[src/rtl/i2s_codec_responder_pkg.sv]
// -----------------------------------------------------------------------------
// i2s_codec_responder_pkg
//   Shared definitions for the I2S codec responder.
//   - state_t             : slot-tracking FSM state (SYNC, LEFT, RIGHT)
//   - DEFAULT_DATA_W      : default significant bits per channel word
//   - DEFAULT_SYNC_STAGES : default synchronizer depth for SCLK/LRCLK/SD_in
// -----------------------------------------------------------------------------
package i2s_codec_responder_pkg;

  localparam int DEFAULT_DATA_W      = 16;
  localparam int DEFAULT_SYNC_STAGES = 2;

  // SYNC : waiting for the first LRCLK falling edge, transmitter silent
  // LEFT : inside the left slot (LRCLK low)
  // RIGHT: inside the right slot (LRCLK high)
  typedef enum logic [1:0] {
    SYNC  = 2'd0,
    LEFT  = 2'd1,
    RIGHT = 2'd2
  } state_t;

endpackage

[src/rtl/sync_edge_det.sv]
// -----------------------------------------------------------------------------
// sync_edge_det
//   Brings one asynchronous level into the clk domain through SYNC_STAGES
//   flops, then registers the synchronized level once more so that single-
//   cycle rise/fall strobes can be formed.
// Ports:
//   clk   in  system clock
//   rst   in  synchronous active-high reset (clears every flop)
//   din   in  asynchronous input level
//   rise  out one-clk strobe: synchronized level went 0 -> 1
//   fall  out one-clk strobe: synchronized level went 1 -> 0
// -----------------------------------------------------------------------------
module sync_edge_det
  import i2s_codec_responder_pkg::*;
#(
  parameter int SYNC_STAGES = DEFAULT_SYNC_STAGES
) (
  input  logic clk,
  input  logic rst,
  input  logic din,
  output logic rise,
  output logic fall
);

  logic [SYNC_STAGES-1:0] sync_q;
  logic                   prev_q;
  logic                   level;

  always_ff @(posedge clk) begin
    if (rst) begin
      sync_q <= '0;
      prev_q <= 1'b0;
    end else begin
      sync_q[0] <= din;
      for (int i = 1; i < SYNC_STAGES; i++) begin
        sync_q[i] <= sync_q[i-1];
      end
      prev_q <= level;
    end
  end

  assign level = sync_q[SYNC_STAGES-1];
  assign rise  = level & ~prev_q;
  assign fall  = ~level & prev_q;

endmodule

[src/rtl/i2s_codec_responder.sv]
// -----------------------------------------------------------------------------
// i2s_codec_responder
//   I2S responder (codec side): the master supplies SCLK and LRCLK. Receives
//   a left/right DAC word pair on SD_in and transmits a left/right ADC word
//   pair on SD_out, both MSB first with the standard one-bit I2S delay.
//   All I2S pins are oversampled by clk (clk >= 8x SCLK).
// Ports:
//   clk       in   system clock
//   rst       in   synchronous active-high reset
//   SCLK      in   serial bit clock from the master (asynchronous)
//   LRCLK     in   word select, low = left slot, high = right slot
//   SD_in     in   serial data from the master, valid on SCLK rise
//   SD_out    out  serial data to the master, updated after SCLK fall
//   tx_left   in   left sample to transmit, captured at frame start
//   tx_right  in   right sample to transmit, captured at frame start
//   tx_req    out  one-clk pulse in the cycle tx_left/tx_right are captured
//   rx_left   out  left word of the last complete received frame
//   rx_right  out  right word of the last complete received frame
//   rx_valid  out  one-clk pulse: rx_left/rx_right just updated
//   frame_err out  one-clk pulse: LRCLK edge ended a slot that was too short
//   dbg_state out  current FSM state
// Handshake: tx_req, rx_valid and frame_err are single-cycle strobes with no
//   back-pressure; the consumer must act on them in the cycle they are high.
// -----------------------------------------------------------------------------
module i2s_codec_responder
  import i2s_codec_responder_pkg::*;
#(
  parameter int DATA_W      = DEFAULT_DATA_W,
  parameter int SYNC_STAGES = DEFAULT_SYNC_STAGES
) (
  input  logic              clk,
  input  logic              rst,
  input  logic              SCLK,
  input  logic              LRCLK,
  input  logic              SD_in,
  output logic              SD_out,
  input  logic [DATA_W-1:0] tx_left,
  input  logic [DATA_W-1:0] tx_right,
  output logic              tx_req,
  output logic [DATA_W-1:0] rx_left,
  output logic [DATA_W-1:0] rx_right,
  output logic              rx_valid,
  output logic              frame_err,
  output state_t            dbg_state
);

  // Slot counter counts SCLK rises since the last LRCLK edge and saturates
  // at DATA_W+1 (delay bit plus DATA_W data bits = a complete slot).
  localparam int              CNT_W    = $clog2(DATA_W + 2);
  localparam logic [CNT_W-1:0] CNT_MAX  = CNT_W'(DATA_W + 1);
  localparam logic [CNT_W-1:0] CNT_LAST = CNT_W'(DATA_W);
  localparam logic [CNT_W-1:0] CNT_ZERO = '0;
  localparam logic [CNT_W-1:0] CNT_ONE  = CNT_W'(1);

  // ---------------------------------------------------------------------------
  // Input synchronization
  // ---------------------------------------------------------------------------
  logic sclk_rise, sclk_fall;
  logic lr_rise, lr_fall, lr_edge;

  sync_edge_det #(.SYNC_STAGES(SYNC_STAGES)) u_sclk_det (
    .clk  (clk),
    .rst  (rst),
    .din  (SCLK),
    .rise (sclk_rise),
    .fall (sclk_fall)
  );

  sync_edge_det #(.SYNC_STAGES(SYNC_STAGES)) u_lrclk_det (
    .clk  (clk),
    .rst  (rst),
    .din  (LRCLK),
    .rise (lr_rise),
    .fall (lr_fall)
  );

  // SD_in goes through the same depth as the last sync stage of SCLK, so the
  // synchronized data bit lines up with the cycle sclk_rise is reported.
  logic [SYNC_STAGES-1:0] sd_sync_q;
  logic                   sd_sync;

  always_ff @(posedge clk) begin
    if (rst) begin
      sd_sync_q <= '0;
    end else begin
      sd_sync_q[0] <= SD_in;
      for (int i = 1; i < SYNC_STAGES; i++) begin
        sd_sync_q[i] <= sd_sync_q[i-1];
      end
    end
  end

  assign sd_sync = sd_sync_q[SYNC_STAGES-1];
  assign lr_edge = lr_rise | lr_fall;

  // ---------------------------------------------------------------------------
  // FSM: state register / next-state / output decode
  // ---------------------------------------------------------------------------
  state_t state, state_next;
  logic   in_slot, in_right;

  always_ff @(posedge clk) begin
    if (rst) begin
      state <= SYNC;
    end else begin
      state <= state_next;
    end
  end

  always_comb begin
    state_next = state;
    case (state)
      SYNC:    if (lr_fall) state_next = LEFT;
      LEFT:    if (lr_rise) state_next = RIGHT;
      RIGHT:   if (lr_fall) state_next = LEFT;
      default: state_next = SYNC;
    endcase
  end

  always_comb begin
    in_slot  = 1'b0;
    in_right = 1'b0;
    case (state)
      LEFT:    in_slot = 1'b1;
      RIGHT: begin
        in_slot  = 1'b1;
        in_right = 1'b1;
      end
      default: ;
    endcase
  end

  assign dbg_state = state;

  // ---------------------------------------------------------------------------
  // Slot bookkeeping
  // ---------------------------------------------------------------------------
  logic [CNT_W-1:0] slot_cnt;
  logic             slot_short;
  logic             sample_bit;
  logic             word_done;
  logic             drive_bit;

  assign slot_short = (slot_cnt != CNT_MAX);

  // Rise 0 carries the previous word's delay bit; rises 1..DATA_W carry data.
  assign sample_bit = sclk_rise & in_slot & ~lr_edge
                    & (slot_cnt != CNT_ZERO) & (slot_cnt <= CNT_LAST);
  assign word_done  = sample_bit & (slot_cnt == CNT_LAST);

  // At the k-th fall after the LRCLK edge the counter already holds k, so
  // falls 1..DATA_W shift data out and later falls drive the idle zero.
  assign drive_bit  = (slot_cnt != CNT_ZERO) & (slot_cnt <= CNT_LAST);

  assign tx_req    = lr_fall;
  assign frame_err = in_slot & lr_edge & slot_short;

  always_ff @(posedge clk) begin
    if (rst) begin
      slot_cnt <= '0;
    end else if (lr_edge) begin
      slot_cnt <= '0;
    end else if (sclk_rise && slot_cnt != CNT_MAX) begin
      slot_cnt <= slot_cnt + CNT_ONE;
    end
  end

  // ---------------------------------------------------------------------------
  // Transmit path
  // ---------------------------------------------------------------------------
  // The left word goes straight into the shift register at frame start; only
  // the right word needs a separate holding register so that later changes
  // of tx_right do not leak into the frame already in flight.
  logic [DATA_W-1:0] tx_hold_right;
  logic [DATA_W-1:0] tx_shift;
  logic              sd_out_q;

  always_ff @(posedge clk) begin
    if (rst) begin
      tx_hold_right <= '0;
      tx_shift      <= '0;
      sd_out_q      <= 1'b0;
    end else begin
      if (lr_fall) begin
        tx_hold_right <= tx_right;
        tx_shift      <= tx_left;
      end else if (lr_rise) begin
        tx_shift <= tx_hold_right;
      end else if (sclk_fall && in_slot) begin
        if (drive_bit) begin
          sd_out_q <= tx_shift[DATA_W-1];
          tx_shift <= tx_shift << 1;
        end else begin
          sd_out_q <= 1'b0;
        end
      end
      // An LRCLK edge coincides with the master's fall for the delay bit:
      // SD_out keeps the previous word's last bit through that fall.
      if (!in_slot) begin
        sd_out_q <= 1'b0;
      end
    end
  end

  assign SD_out = sd_out_q;

  // ---------------------------------------------------------------------------
  // Receive path
  // ---------------------------------------------------------------------------
  logic [DATA_W-2:0] rx_shift;
  logic [DATA_W-1:0] rx_word;
  logic [DATA_W-1:0] left_word;
  logic              left_ok;
  logic [DATA_W-1:0] rx_left_q, rx_right_q;
  logic              rx_valid_q;

  assign rx_word = {rx_shift, sd_sync};

  always_ff @(posedge clk) begin
    if (rst) begin
      rx_shift   <= '0;
      left_word  <= '0;
      left_ok    <= 1'b0;
      rx_left_q  <= '0;
      rx_right_q <= '0;
      rx_valid_q <= 1'b0;
    end else begin
      rx_valid_q <= 1'b0;
      // A frame is only published if its left slot ran to full length.
      if (lr_fall) begin
        left_ok <= 1'b0;
      end else if (lr_rise) begin
        left_ok <= in_slot & ~in_right & ~slot_short;
      end
      if (sample_bit) begin
        rx_shift <= rx_word[DATA_W-2:0];
      end
      if (word_done && !in_right) begin
        left_word <= rx_word;
      end
      if (word_done && in_right && left_ok) begin
        rx_left_q  <= left_word;
        rx_right_q <= rx_word;
        rx_valid_q <= 1'b1;
      end
    end
  end

  assign rx_left  = rx_left_q;
  assign rx_right = rx_right_q;
  assign rx_valid = rx_valid_q;

endmodule
[config.mk]
export PLATFORM = sky130hd
export DESIGN_NAME = i2s_codec_responder
export DESIGN_NICKNAME = d
export VERILOG_FILES = /design/src/rtl/i2s_codec_responder_pkg.sv /design/src/rtl/sync_edge_det.sv /design/src/rtl/i2s_codec_responder.sv
export SDC_FILE = /design/constraint.sdc
export NUM_CORES = 1
export LEC_CHECK = 0
export ABC_AREA = 1
export CAP_MARGIN = 25
export CORE_UTILIZATION = 35
export CTS_CLUSTER_SIZE = 25
export DETAILED_ROUTE_END_ITERATION = 7
export PLACE_DENSITY = 0.68
export SYNTH_ARGS = -nofsm -noshare
export SYNTH_HDL_FRONTEND = slang
export SYNTH_SLANG_ARGS = --single-unit
[constraint.sdc]
create_clock -name clk -period 5.5 [get_ports clk]
set_input_delay 1.1 -clock clk [delete_from_list [all_inputs] [get_ports clk]]
set_output_delay 1.1 -clock clk [all_outputs]
set_load 0.03 [all_outputs]
# After elaboration in Yosys (flattened, before gate mapping)
# Index checks and enable logic that the tools add are counted.
[classes]
addsub = 1
n_reduce_logical = 18
eq_ne = 6
magnitude_cmp = 1
bitwise = 25
mux = 11
[ops]
columns = ["operator", "n"]
rows = [
  ["two-way mux 16 bit", 4],
  ["bitwise AND 1 bit", 14],
  ["NOT 1 bit", 10],
  ["OR reduction 2 bit", 5],
  ["nonzero test 3 bit", 2],
  ["adder 5 x 1 -> 5 bit (second input constant)", 1],
  ["== test 5 bit (second input constant)", 1],
  ["<= comparator 5 bit (second input constant)", 1],
  ["logical AND 1 bit", 5],
  ["!= test 5 bit (second input constant)", 1],
  ["nonzero test 5 bit", 1],
  ["two-way mux 1 bit", 4],
  ["two-way mux 2 bit", 2],
  ["case mux 2 bit (2 select lines)", 1],
  ["AND reduction 2 bit", 2],
  ["AND reduction 3 bit", 1],
  ["== test 2 x 1 -> 1 bit (second input constant)", 1],
  ["== test 2 bit (second input constant)", 1],
  ["zero test 2 bit", 1],
  ["!= test 2 x 1 -> 1 bit (second input constant)", 1],
  ["!= test 2 bit (second input constant)", 1],
  ["zero test 1 bit", 1],
  ["OR 1 bit", 1],
]
[totals]
input_bits = 37
register_bits = 113
elab_cells = 78

# Depth between registers and ports, before layout
[depth]
ltp_word = 11
depth_mapped = 12

# By module
# Synthesis repeated with hierarchy kept, for this count alone.
[unflattened]
cells_unflattened = 715
area_unflattened_um2 = 4987.3
[by_module_without_submodules]
columns = ["mod", "instances", "area_per_inst_um2", "cells_each", "seq_area_each_um2"]
rows = [
  ["i2s_codec_responder", 1, 4799.6, 691, 2142.1],
  ["sync_edge_det", 2, 93.8, 12, 60.1],
]

# Worst setup path after synthesis
# No wires, ideal clock.
[synth_timing]
path_kind = "flip-flop to output port"
startpoint = "register state[0] (netlist: dbg_state[0])"
endpoint = "output frame_err"
required_time_ps = 4400
path_stages_with_launch = 5
arrival_time_ps = 1438
path_slack_ps = 2962
cell_sequence = "dfxtp_1 -> inv_1 -> ha_1 -> nand2_1 -> nor2_1"
[synth_between]
elab_chain_cells = 5
elab_cells_between_ends = 6
[synth_rtl]
columns = ["item", "line", "text"]
rows = [
  ["start, declared", "i2s_codec_responder.sv:99", "state_t state, state_next;"],
  ["start signal, assigned", "i2s_codec_responder.sv:106", "state <= state_next;"],
  ["== test 2 bit or == test 2 x 1 -> 1 bit (tied branches)", "i2s_codec_responder.sv:123", "case (state)"],
  ["OR reduction 2 bit (no source line) *", "--", ""],
  ["two-way mux 1 bit *", "i2s_codec_responder.sv:123", ""],
  ["bitwise AND 1 bit * (2 in a row)", "i2s_codec_responder.sv:156", "assign frame_err = in_slot & lr_edge & slot_short;"],
  ["end, declared", "i2s_codec_responder.sv:43", "output logic frame_err,"],
]
# Every way passes the cells marked *; elsewhere a longest branch is shown, timed or not.

# Worst setup path after layout
[layout_timing]
startpoint = "register state[1] (netlist: dbg_state[1])"
endpoint = "output frame_err"
# The elaborated chain is that of the path after synthesis.

==> results.sh <==
export IMPL_setup_viol=0
export IMPL_synth_enable_flop_cells=0
export IMPL_num_io_pins=75
export IMPL_grt_pass1_wl_microns=17700
export IMPL_worstPathArrival_ps=2140
export IMPL_r2r_slack_ps=2680
export IMPL_layout_cells_most_common_list="160 x nand2_1, 148 x nor2_1, 113 x dfxtp_1"
export IMPL_rsz0062_at_grt="no"
export IMPL_final_area_sq_um=6160
export IMPL_die_area_sq_um=14200
export IMPL_drive_above_1_share=0.0520
export IMPL_nNetsFinal=806
export IMPL_post_dp_hpwl_microns=6500
export IMPL_synth_seq_cells=113
export IMPL_core_sq_um=13300
export IMPL_clk_latency_ps=410
export IMPL_grt_start_max_net_pins=66
export IMPL_drc_errors=0
export IMPL_worstHoldStart="u_sclk_det.sync_q[0]$_SDFF_PP0_"
export IMPL_synth_area_sq_um=4800
export IMPL_critical_path_max_stage_delay_ps=700
export IMPL_area_growth_syn_to_layout_pct=28.4
export IMPL_vias=4133
export IMPL_cellLeakagePower_nw=2.84
export IMPL_max_freq_mhz=309
export IMPL_drt_iter0_drc=316
export IMPL_drt_total_wl_microns=10200
export IMPL_numPlacedInstances=913
export IMPL_cts_tree="yes"
export IMPL_vias_per_cell=4.37
export IMPL_antenna_found_initial=0
export IMPL_critPathMaxFanout=4
export IMPL_skew_ps=13.4
export IMPL_cts_sinks=113
export IMPL_final_util=0.464
export IMPL_cts_resized=0
export IMPL_hold_viol_final=0
export IMPL_grt_pass1_vias=3814
export IMPL_numCtsBuffers=17
export IMPL_min_period_over_period=0.588
export IMPL_placed_area_sq_um=5610
export IMPL_power_total_mw=2.02
export IMPL_power_density_nw_per_um2=327
export IMPL_gp_congestion=0.754
export IMPL_register_area_sq_um=2260
export IMPL_worst_path_max_delay_cell="clkdlybuf4s50_1"
export IMPL_reg2reg_depth=9
export IMPL_drv_slew=0
export IMPL_end_kind="output pin"
export IMPL_ys_flop_type="dfxtp_1"
export IMPL_wl_per_cell_microns=10.8
export IMPL_port_buffers=74
export IMPL_drv_cap=0
export IMPL_grt_remaining_overflow=0
export IMPL_layout_commonest_cell="nand2_1"
export IMPL_final_antenna_net_count=0
export IMPL_rows=42
export IMPL_yosys_warnings=0
export IMPL_synthCells=697
export IMPL_status="completed"
export IMPL_initial_core_util=0.361
export IMPL_dr_pass1_iters=4
export IMPL_cts_buffer_depth=2
export IMPL_crit_required_ps=4400
export IMPL_synth_distinct_cells=22
export IMPL_cts_root_buf="clkbuf_16"
export IMPL_worst_pin_slew_ps=840
export IMPL_rr_endpoint="left_word[5]$_SDFFE_PP0P_"
export IMPL_multiInputGateArea_sq_um=2020
export IMPL_path_cells="inv_1 > ha_1 > nand2_1 > nor2_1 > clkdlybuf4s50_1"
export IMPL_die_h_microns=119
export IMPL_hold_depth=2
export IMPL_setup_tns_ps=0
export IMPL_rr_startpoint="slot_cnt[0]$_SDFFE_PP0P_"
export IMPL_hold_path_class="reg -> reg"
export IMPL_path_class="reg -> out"
export IMPL_diodes=0
export IMPL_synth_fp_nets=746
export IMPL_post_cts_buffers=0
export IMPL_die_w_microns=119
export IMPL_track_usage=0.156
export IMPL_syn_avg_cell_area_sq_um=6.89
export IMPL_clk_pin_slew_worst_paths_ps=50
export IMPL_maxSlewHeadroom=0.439
export IMPL_nFillCells=1330
export IMPL_h_tree_depth=4
export IMPL_ir_worst_vdd_v=0.000253
export IMPL_ys_async_sr_fraction=0
export IMPL_startpoint_type="flop"
export IMPL_instances_no_fill=945
export IMPL_yosysSeqAreaShare=0.471
export IMPL_hold_path_end="u_sclk_det.sync_q[1]$_SDFF_PP0_"
export IMPL_cts_hold_fix_buffers=0
export IMPL_fin_crit_ps=3240
## layout make-up
cell class	count	share of cell area
Clock inverter	6	0.00487
Inverter	91	0.0554
Sequential cell	113	0.367
Clock buffer	25	0.0820
Tap cell	176	0.0357
Timing Repair Buffer	79	0.127
Multi-Input combinational cell	455	0.328
## logic make-up (layout without fill, tap and decap cells)
kind of cell,after synthesis,count (layout),share of synthesized area
compound gates,107,107,0.113
fa+ha+maj,12,12,0.0313
xor+xnor,2,2,0.00365
simple gates,334,334,0.273
buf+inv,129,201,0.108
flops,113,113,0.471
## stage by stage
stage	hold WS, ps	setup WS [ps]
global route	424	2110
CTS	404	2220
global placement	390	2410
finish	405	2260
detailed placement	398	2350
floorplan	388	2960
## sequential cells by signal (all words and copies together) (netlist names), 2 cells and up
signal	flops
dbg_state	2
tx_hold_right	16
left_word	16
tx_shift	16
slot_cnt	5
u_sclk_det.sync_q	2
rx_right	16
rx_left	16
sd_sync_q	2
u_lrclk_det.sync_q	2
rx_shift	15
## cells in the mapped netlist (2+ instances only)
master | instances | area share
nand2_1 | 160 | 0.13
nor2_1 | 148 | 0.12
dfxtp_1 | 113 | 0.47
inv_1 | 90 | 0.070
o21ai_0 | 63 | 0.066
a21oi_1 | 39 | 0.041
clkbuf_1 | 22 | 0.017
nand3_1 | 21 | 0.022
buf_2 | 12 | 0.013
ha_1 | 12 | 0.031
o21ai_1 | 3 | 0.0031
buf_6 | 2 | 0.0047
nand4_2 | 2 | 0.0052
xor2_1 | 2 | 0.0037
## critical path: cells and delay by family, from the launching register on
family | cells | cell delay, ps
adders and majority gates | 1 | 350
buffers and inverters | 2 | 800
DFF | 1 | 390
and+or+nand+nor | 2 | 200
## how the worst max path moves through the flow
stage | startpoint | end | slack (ps) | depth (start not counted)
2_1_floorplan | dbg_state[0]$_SDFFE_PP0P_ | frame_err | 2960 | 4
3_3_place_gp | rst | tx_hold_right[10]$_SDFFE_PP0P_ | 2410 | 6
3_5_place_dp | rst | tx_hold_right[3]$_SDFFE_PP0P_ | 2350 | 6
4_1_cts | dbg_state[0]$_SDFFE_PP0P_ | frame_err | 2220 | 5
5_1_grt | dbg_state[0]$_SDFFE_PP0P_ | frame_err | 2110 | 5
6_report | dbg_state[1]$_SDFFE_PP0P_ | frame_err | 2260 | 5
## report_power, final
| part | leakage (nW) | switching [mW] | internal, mW |
|---|---|---|---|
| logic | 1.65 | 0.108 | 0.0733 |
| clock network | 0.272 | 0.353 | 0.627 |
| registers | 0.915 | 0.0140 | 0.842 |
| total | 2.84 | 0.475 | 1.54 |
## metal layers
layer,global-route usage,vias to the layer above,part of all wire
met1,0.199,1778,0.48
li1,-,2245,-
met3,0.0536,16,0.041
met5,0,-,0
met2,0.242,94,0.46
met4,0.0585,0,0.019
No activity file was read; power rests on OpenSTA's default activity.
